## src/rtl/seq_alu.sv

```systemverilog
// seq_alu: sequential ALU with one-cycle ops and a shift-add multiplier.
// Results and flags are registered; done pulses for one cycle on each update.
module seq_alu #(
  parameter int WIDTH = 8
) (
  input  logic             clk,
  input  logic             rst_n,
  input  logic             start,
  input  logic [4:0]       op,
  input  logic [WIDTH-1:0] a,
  input  logic [WIDTH-1:0] b,
  output logic [WIDTH-1:0] result,
  output logic [WIDTH-1:0] result_hi,
  output logic             cout,
  output logic             zout,
  output logic             nout,
  output logic             vout,
  output logic             busy,
  output logic             done,
  output logic             illegal
);

  typedef enum logic {IDLE, MUL_RUN} state_t;

  state_t state_q, state_d;

  logic               accept;
  logic               mul_last;
  logic               is_mul;
  logic               is_ill;
  logic [WIDTH-1:0]   cnt_q;
  logic [WIDTH-1:0]   mcand_q;
  logic [2*WIDTH-1:0] prod_q;
  logic [2*WIDTH-1:0] prod_nx;
  logic [WIDTH:0]     step_sum;
  logic [WIDTH:0]     ea;
  logic [WIDTH:0]     eb;
  logic [WIDTH:0]     ci;
  logic [WIDTH:0]     arith;
  logic [WIDTH-1:0]   alu_r;
  logic               alu_c;
  logic               alu_v;

  assign busy   = (state_q == MUL_RUN);
  assign is_mul = (op == 5'b10010);
  assign is_ill = op[4] & (op[3:0] > 4'd5);
  assign ea     = {1'b0, a};
  assign eb     = {1'b0, b};
  assign ci     = {{WIDTH{1'b0}}, cout};

  // One shift-add step: add multiplicand into the high half, shift right.
  assign step_sum = {1'b0, prod_q[2*WIDTH-1:WIDTH]}
                  + (prod_q[0] ? {1'b0, mcand_q} : '0);
  assign prod_nx  = {step_sum, prod_q[WIDTH-1:1]};

  // FSM state register.
  always_ff @(posedge clk or negedge rst_n) begin
    if (!rst_n) state_q <= IDLE;
    else        state_q <= state_d;
  end

  // Next-state: accept requests in IDLE, finish multiply after WIDTH steps.
  always_comb begin
    state_d  = state_q;
    accept   = 1'b0;
    mul_last = 1'b0;
    unique case (state_q)
      IDLE: begin
        if (start) begin
          accept = 1'b1;
          if (is_mul) state_d = MUL_RUN;
        end
      end
      MUL_RUN: begin
        if (cnt_q == WIDTH'(WIDTH - 1)) begin
          mul_last = 1'b1;
          state_d  = IDLE;
        end
      end
      default: state_d = IDLE;
    endcase
  end

  // Single-cycle op result, carry and overflow.
  always_comb begin
    arith = '0;
    alu_r = '0;
    alu_c = 1'b0;
    alu_v = 1'b0;
    unique case (1'b1)
      (op == 5'b00000): alu_r = '0;
      (op == 5'b00001): begin
        alu_r = {a[WIDTH-2:0], 1'b0};
        alu_c = a[WIDTH-1];
      end
      (op == 5'b00010): alu_r = a;
      (op == 5'b00011): begin
        alu_r = {1'b0, a[WIDTH-1:1]};
        alu_c = a[0];
      end
      (op[4:2] == 3'b001): alu_r = ~(a | b);
      (op[4:2] == 3'b010),
      (op == 5'b10000): begin
        arith = ea + eb + (op[4] ? ci : '0);
        alu_r = arith[WIDTH-1:0];
        alu_c = arith[WIDTH];
        alu_v = (a[WIDTH-1] == b[WIDTH-1])
              & (alu_r[WIDTH-1] != a[WIDTH-1]);
      end
      (op[4:2] == 3'b011),
      (op == 5'b10001): begin
        arith = ea - eb - (op[4] ? ci : '0);
        alu_r = arith[WIDTH-1:0];
        alu_c = arith[WIDTH];
        alu_v = (a[WIDTH-1] != b[WIDTH-1])
              & (alu_r[WIDTH-1] != a[WIDTH-1]);
      end
      (op == 5'b10011): begin
        alu_r = {a[WIDTH-1], a[WIDTH-1:1]};
        alu_c = a[0];
      end
      (op == 5'b10100): begin
        alu_r = {a[WIDTH-2:0], a[WIDTH-1]};
        alu_c = a[WIDTH-1];
      end
      (op == 5'b10101): begin
        alu_r = {a[0], a[WIDTH-1:1]};
        alu_c = a[0];
      end
      default: ;
    endcase
  end

  // Result/flag registers and multiplier datapath.
  always_ff @(posedge clk or negedge rst_n) begin
    if (!rst_n) begin
      result    <= '0;
      result_hi <= '0;
      cout      <= 1'b0;
      zout      <= 1'b1;
      nout      <= 1'b0;
      vout      <= 1'b0;
      done      <= 1'b0;
      illegal   <= 1'b0;
      cnt_q     <= '0;
      mcand_q   <= '0;
      prod_q    <= '0;
    end else begin
      done    <= 1'b0;
      illegal <= 1'b0;
      if (accept && is_mul) begin
        mcand_q <= a;
        prod_q  <= {{WIDTH{1'b0}}, b};
        cnt_q   <= '0;
      end else if (accept) begin
        done <= 1'b1;
        if (is_ill) begin
          illegal <= 1'b1;
        end else begin
          result    <= alu_r;
          result_hi <= '0;
          cout      <= alu_c;
          zout      <= (alu_r == '0);
          nout      <= alu_r[WIDTH-1];
          vout      <= alu_v;
        end
      end
      if (busy) begin
        prod_q <= prod_nx;
        cnt_q  <= cnt_q + WIDTH'(1);
        if (mul_last) begin
          result    <= prod_nx[WIDTH-1:0];
          result_hi <= prod_nx[2*WIDTH-1:WIDTH];
          cout      <= |prod_nx[2*WIDTH-1:WIDTH];
          zout      <= (prod_nx == '0);
          nout      <= prod_nx[2*WIDTH-1];
          vout      <= 1'b0;
          done      <= 1'b1;
        end
      end
    end
  end

endmodule

```

## config.mk

```make
export PLATFORM = sky130hd
export DESIGN_NAME = seq_alu
export DESIGN_NICKNAME = d
export VERILOG_FILES = /design/src/rtl/seq_alu.sv
export SDC_FILE = /design/constraint.sdc
export NUM_CORES = 1
export LEC_CHECK = 0
export ABC_AREA = 1
export ABC_CLOCK_PERIOD_IN_PS = 2320
export CAP_MARGIN = 20
export CORE_ASPECT_RATIO = 0.6
export CORE_UTILIZATION = 39
export CTS_CLUSTER_DIAMETER = 120
export CTS_CLUSTER_SIZE = 14
export DETAILED_ROUTE_END_ITERATION = 10
export PLACE_DENSITY = 0.62
export SYNTH_ARGS = -nofsm -noshare
export SYNTH_HDL_FRONTEND = slang
export SYNTH_SLANG_ARGS = --single-unit
```

## constraint.sdc

```tcl
create_clock -name clk -period 2.32 [get_ports clk]
set_input_delay 0.464 -clock clk [delete_from_list [all_inputs] [get_ports clk]]
set_output_delay 0.464 -clock clk [all_outputs]
set_load 0.02 [all_outputs]
```

==> reports/metrics.csv, run 1 <==
stage,metric,value,unit
critical_path,Crit-path slowest cell,fa_2,
clock_tree,CTS Root Cell,clkbuf_16,
power_and_ir_drop,Leakage,3.24,nW
worst_hold_path,Min-Delay Path Class,input port to asynchronous set/reset pin,
yosys,"EDFF count, synth",0,
yosys,"top cells by count, synth","144 x nand2_1, 88 x inv_1, 54 x dfrtp_1",
die,Die X,140,um
die,Core ar.,0.0108,mm^2
drt,1st-pass router iterations,5,
die,Ports,47,
die,row cnt,29,
critical_path,Critical Path Start,cout,
final_layout,"Design Area, Final",0.00642,mm^2
yosys,Cells after Synth,614,
critical_path,reg2reg setup slack,-0.14,ns
sta,Tmin final,2.46,ns
global_routing,antenna violations before repair,0,
yosys,Synthesized Nets,681,
placed_design,port bufs,46,
yosys,syn avg cell area,7.23,um^2
final_layout,area delta synth->final,44.5,%
drt,remaining antenna violation count after routing,0,
sta,Slew HR,0.689,
die,Vert. Die Dim,84.7,um
drt,DRC viols,0,
final_layout,fill count,989,
sta,Worst Max-Slew Pin Slew,0.464,ns
run,maxcap violations,0,
drt,Via density,5.27,
critical_path,Worst Path Required,2.57,ns
drt,detailed-route wire length per cell,16.7,um
yosys,Synth Flop Type,dfrtp_1,
yosys,Synth Warn #,0,
drt,Starting DRT DRC Count,382,
critical_path,reg2reg start,cout,
sta,RSZ-0062 raised after global routing,true,
yosys,register area share after synthesis,0.310,
placed_design,DP Area,0.00578,mm^2
clock_tree,Longest Clk Path Bufs,2,
critical_path,crit path capture,zout,
clock_tree,"CTS clk-pin slew, worst paths",0.07,ns
sta,Post-Route Skew,0.00788,ns
global_routing,first-pass GRT wire length,24.0,mm
yosys,async set or reset register ratio after synthesis,1.00,
outcome,status,"complete, but fails checks",
yosys,#FFs+latches synth,55,
placed_design,DPL Wire Length,11.6,mm
sta,final hold vios,0,
critical_path,Critical Path Sink Type,flip-flop,
global_routing,vias in the first global route,4593,
critical_path,critical path cell sequence,"nand2_4, inv_2, fa_2, ha_4, or2_4, nand3_2, nand4_1, nor2_1, nand2_1, nor2_2, nand4_1, nand2_1, nand2_1, nand2_1",
clock_tree,htree depth,2,
die,Starting Density,0.411,
final_layout,Final Instance Count excl. Fillers,897,
final_layout,# diodes,0,
clock_tree,clk_lat worst skew,0.30,ns
drt,Routed WL,14.9,mm
yosys,Synth Cell Area,0.00444,mm^2
power_and_ir_drop,Worst VDD drop,0.000301,V
clock_tree,CTS tree,done,
critical_path,RR Endpoint,zout,
clock_tree,cts bufs inserted,5,
power_and_ir_drop,Power Dens Cells,417,mW/mm^2
global_routing,GRT overflow,0,
critical_path,Worst Path Buf+Inv,1,
final_layout,share of cells above drive strength 1,0.296,
global_routing,pin count of the biggest net entering global routing,56,
yosys,Yosys top cell by area,dfrtp_1,
outcome,failing checks,setup timing,
critical_path,CP most frequent cell,nand2_1,
sta,Peak Freq,0.407,GHz
drt,routed vias,4726,
clock_tree,CTS Hold Bufs,0,
critical_path,crit-path max FO,3,
yosys,most common cell in the synthesized netlist,nand2_1,
die,Die Area,0.0118,mm^2
critical_path,Worst Path Arrival,2.70,ns
critical_path,Startpoint Class,flip-flop,
sta,fin worst setup slack,-0.138,ns
final_layout,# nets final,824,
sta,# setup viols final,6,
yosys,Netlist cell types,49,
sta,final-report max-slew violation count,0,
yosys,Synth top area share,0.304,
critical_path,crit-path max cell delay,0.62,ns
critical_path,Worst Reg-to-Reg Cells,14,
critical_path,WP depth,14,
sta,crit share post-route,1.06,
yosys,largest cells by area after synthesis,"dfrtp_1 30%, nand2_1 12%, ha_1 11%, inv_1 7.4%, nand3_1 5.3%",
placed_design,Routability Congestion,0.935,
clock_tree,clk sinks,55,
critical_path,critical path class,flip-flop to flip-flop,
global_routing,GRT Total Usage,0.261,
critical_path,"CP delay by family, top",simple AND/OR/NAND/NOR gates,
placed_design,placed insts,881,
==> layer usage <==
| metal | share of wire | GRT usage |
|---|---|---|
| met2 | 0.40 | 0.365 |
| met4 | 0.0084 | 0.0400 |
| met5 | 0 | 0 |
| met3 | 0.079 | 0.0633 |
| met1 | 0.51 | 0.405 |
==> sequential cells by signal, summed over array words and instances, names as in the netlist <==
register and flops:
done 1, prod_q 16, cnt_q 8, cout 1, mcand_q 8, zout 1
vout 1, busy 1, nout 1, illegal 1, result_hi 8, result 8
==> timing repair <==
action                     in CTS  in global routing
cloned                          0                  0
buffers inserted                4                  5
gates resized for setup        56                 46
setup endpoints to repair      12                 13
pin swaps                      25                 25
==> where the power goes <==
part	internal, W	leakage, nW	switching [W]
clock	0.000619	0.0900	0.000360
sequential	0.000958	0.686	0
combinational	0.000338	2.46	0.000401
total	0.00191	3.24	0.000761
==> per-stage QoR <==
step	hold slack [ns]	power, W	TNS (ns)	setup WS (ns)	utilization
2_1_floorplan	0.168	0.00128	-0.0704	-0.0704	-
3_3_place_gp	0.475	0.00158	-8.74	-0.762	0.535
3_5_place_dp	0.481	0.00158	-9.32	-0.789	0.535
4_1_cts	0.159	0.00265	-0.387	-0.0888	0.577
5_1_grt	0.162	0.00279	-1.51	-0.288	0.594
6_report	0.145	0.00268	-0.417	-0.138	0.594
==> layout make-up <==
cell class	instances	area (um^2)	area share
timing repair buffer	154	1330	0.206
clock inverter	3	67.6	0.0105
tap	139	174	0.0271
sequential	55	1380	0.215
clock buffer	5	125	0.0195
inverter	95	359	0.0559
multi-input combinational	446	2990	0.466
==> worst min path at each step <==
| stage | start | end |
|---|---|---|
| after floorplan | rst_n | busy |
| after global placement | mcand_q[3] | mcand_q[3] |
| after detailed placement | mcand_q[2] | mcand_q[2] |
| after CTS | rst_n | busy |
| after global routing | rst_n | busy |
| final | rst_n | done |
==> cells by family (layout without fill, tap and decap cells) <==
kind of cell / after synthesis / count (layout) / synth area share
fa+ha+maj: 43 / 43 / 0.130
flops: 55 / 55 / 0.310
simple gates: 283 / 283 / 0.297
buf+inv: 113 / 257 / 0.108
xor+xnor: 6 / 6 / 0.0118
compound gates: 114 / 114 / 0.143
==> cells in the final DEF (no fill, tap or decap), drive strengths merged, types with 2 or more instances in the layout <==
master,count
nand2,149
buf,109
inv,94
dfrtp,54
o21ai,50
nand3,49
nor2,42
ha,38
a21oi,35
clkdlybuf4s50,33
nand4,17
nor3,13
o22ai,10
dlygate4sd2,7
clkbuf,6
fa,5
or2,5
a31oi,4
dlymetal6s2s,4
a22oi,4
nor4,4
xor2,4
nand3b,3
bufinv,2
xnor2,2
a211oi,2
(Power assumes the default switching activity.)
==> inputs of run 2 (changes only) <==
SLEW_MARGIN = 20   (was unset)
TNS_END_PERCENT = 10   (was unset)
==> run 2 against run 1 <==
Highest routed layer unchanged. The flow still finishes with violations (setup timing). Wire length is 1.2% lower. Utilization fell by 1.1 points. Clock power decreased by 0.4%. Power decreased by 0.24%. Largest power group unchanged.
==> reports/metrics.csv, run 2 (same netlist as run 1, synthesis figures left out) <==
stage,metric,value,unit,change
final_layout,Final Instance Count excl. Fillers,894,,was 897
clock_tree,cts bufs inserted,5,,unchanged
power_and_ir_drop,Power Dens Cells,424,mW/mm^2,was 417 mW/mm^2
drt,1st-pass router iterations,5,,unchanged
sta,Worst Max-Slew Pin Slew,0.453,ns,was 0.464 ns
critical_path,Crit-path slowest cell,fa_2,,unchanged
critical_path,Worst Path Buf+Inv,1,,unchanged
sta,RSZ-0062 raised after global routing,true,,unchanged
drt,Starting DRT DRC Count,348,,was 382
critical_path,"CP delay by family, top",simple AND/OR/NAND/NOR gates,,unchanged
clock_tree,htree depth,2,,unchanged
clock_tree,CTS Root Cell,clkbuf_16,,unchanged
sta,Tmin final,2.46,ns,about the same
critical_path,Critical Path Sink Type,flip-flop,,unchanged
die,row cnt,29,,unchanged
final_layout,# nets final,821,,was 824
placed_design,placed insts,881,,unchanged
clock_tree,clk sinks,55,,unchanged
critical_path,RR Endpoint,zout,,unchanged
placed_design,port bufs,46,,unchanged
clock_tree,CTS tree,done,,unchanged
drt,Routed WL,14.8,mm,was 14.9 mm
global_routing,antenna violations before repair,0,,unchanged
final_layout,"commonest non-fill, non-tap cell in the layout",nand2_1,,unchanged
critical_path,Worst Path Arrival,2.70,ns,about the same
sta,Slew HR,0.696,,was 0.689
power_and_ir_drop,Worst VDD drop,0.000303,V,was 0.000301 V
outcome,failing checks,setup timing,,unchanged
die,Core ar.,0.0108,mm^2,unchanged
critical_path,critical path class,flip-flop to flip-flop,,unchanged
final_layout,"Design Area, Final",0.00630,mm^2,was 0.00642 mm^2
die,Die X,140,um,unchanged
drt,detailed-route wire length per cell,16.5,um,was 16.7 um
global_routing,GRT overflow,0,,unchanged
outcome,status,"complete, but fails checks",,unchanged
global_routing,GRT Total Usage,0.261,,about the same
sta,final hold vios,0,,unchanged
clock_tree,Longest Clk Path Bufs,2,,unchanged
worst_hold_path,Min-Delay Path Class,input port to asynchronous set/reset pin,,unchanged
global_routing,pin count of the biggest net entering global routing,56,,unchanged
critical_path,crit-path max FO,3,,unchanged
critical_path,critical path cell sequence,"nand2_4, inv_2, fa_2, ha_4, or2_4, nand3_2, nand4_1, nor2_1, nand2_1, nor2_2, nand4_1, nand2_1, nand2_1, nand2_1",,unchanged
die,Vert. Die Dim,84.7,um,unchanged
sta,fin worst setup slack,-0.139,ns,was -0.138 ns
clock_tree,CTS Hold Bufs,0,,unchanged
drt,remaining antenna violation count after routing,0,,unchanged
global_routing,first-pass GRT wire length,24.0,mm,about the same
critical_path,CP most frequent cell,nand2_1,,unchanged
critical_path,reg2reg setup slack,-0.14,ns,about the same
placed_design,DPL Wire Length,11.6,mm,unchanged
sta,# setup viols final,7,,was 6
sta,Post-Route Skew,0.00496,ns,was 0.00788 ns
drt,DRC viols,0,,unchanged
die,Ports,47,,unchanged
global_routing,vias in the first global route,4587,,was 4593
final_layout,max reg flops,16,,unchanged
sta,final-report max-slew violation count,0,,unchanged
die,Starting Density,0.411,,unchanged
final_layout,area delta synth->final,41.9,%,was 44.5%
clock_tree,clk_lat worst skew,0.30,ns,about the same
final_layout,"commonest cells after routing, fill and taps aside","139 x nand2_1, 100 x buf_4, 80 x inv_1, 53 x dfrtp_1, 42 x o21ai_0",,"was 131 x nand2_1, 103 x buf_4, 78 x inv_1, 53 x dfrtp_1"
power_and_ir_drop,Leakage,3.21,nW,was 3.24 nW
critical_path,reg2reg start,cout,,unchanged
placed_design,Routability Congestion,0.935,,unchanged
run,maxcap violations,0,,unchanged
critical_path,Worst Reg-to-Reg Cells,14,,unchanged
placed_design,DP Area,0.00578,mm^2,unchanged
die,Die Area,0.0118,mm^2,unchanged
critical_path,crit-path max cell delay,0.62,ns,about the same
sta,crit share post-route,1.06,,about the same
sta,post-route setup TNS,-0.484,ns,was -0.417 ns
sta,final hold slack,0.145,ns,about the same
drt,Via density,5.25,,was 5.27
critical_path,Startpoint Class,flip-flop,,unchanged
sta,Peak Freq,0.407,GHz,about the same
final_layout,share of cells above drive strength 1,0.264,,was 0.296
critical_path,Worst Path Required,2.56,ns,was 2.57 ns
drt,routed vias,4690,,was 4726
clock_tree,"CTS clk-pin slew, worst paths",0.07,ns,about the same
final_layout,# diodes,0,,unchanged
final_layout,Largest Register,prod_q,,unchanged
placed_design,post-place setup slack,-0.789,ns,unchanged
## run 2: changes by cell type in the layout (fill, tap and decap cells not counted), sizes merged
cell / change
buf: -3
clkbuf: -1
clkdlybuf4s15: +1
clkdlybuf4s50: +3
dlygate4sd2: -1
dlymetal6s2s: -2
## run 2: final cells by class
type | instances | area, um^2
tap | 139 | 174
sequential | 55 | 1380
inverter | 95 | 359
clock inverter | 3 | 67.6
fill | 1004 | 4510
timing repair buffer | 151 | 1300
multi-input combinational | 446 | 2890
clock buffer | 5 | 125
## run 2: per-stage QoR
step	util	total power, W
3_5_place_dp	0.535	0.00158
5_1_grt	0.583	0.00279
2_1_floorplan	-	0.00128
3_3_place_gp	0.535	0.00158
4_1_cts	0.577	0.00265
6_report	0.583	0.00267
## run 2: timing repair
action	in CTS	in global routing
buffers inserted	4	2
resized for setup	54	19
endpoints found under the setup margin	12	13
pin swaps	22	13
## run 2: routing by layer
layer	vias up	GRT usage	share of wire
met3	12	0.0633	0.075
met5	-	0	0
met2	161	0.365	0.39
li1	2305	-	-
met1	2212	0.405	0.53
met4	0	0.0400	0.0072
## run 2: worst register-to-register path, cell delays in order, from the launching register on
cell and delay [ns]:
dfrtp_2 0.44, nand2_4 0.07, inv_2 0.04, fa_2 0.62, ha_4 0.22, or2_4 0.22, nand3_2 0.05, nand4_1 0.12
nor2_1 0.13, nand2_1 0.10, nor2_2 0.11, nand4_1 0.08, nand2_1 0.07, nand2_1 0.05, nand2_1 0.08
## run 2: report_power, final
group	switching [W]	total (W)	internal (W)
clock	0.000356	0.000975	0.000619
sequential	0	0.000958	0.000958
combinational	0.000397	0.000736	0.000339
## run 2: how the worst max path moves through the flow
stage	from	to	slack, ns	depth (start not counted)
2_1_floorplan	op[4]	zout	-0.07	16
3_3_place_gp	op[4]	cout	-0.76	15
3_5_place_dp	op[4]	cout	-0.79	15
4_1_cts	cout	zout	-0.09	14
5_1_grt	cout	zout	-0.29	14
6_report	cout	zout	-0.14	14
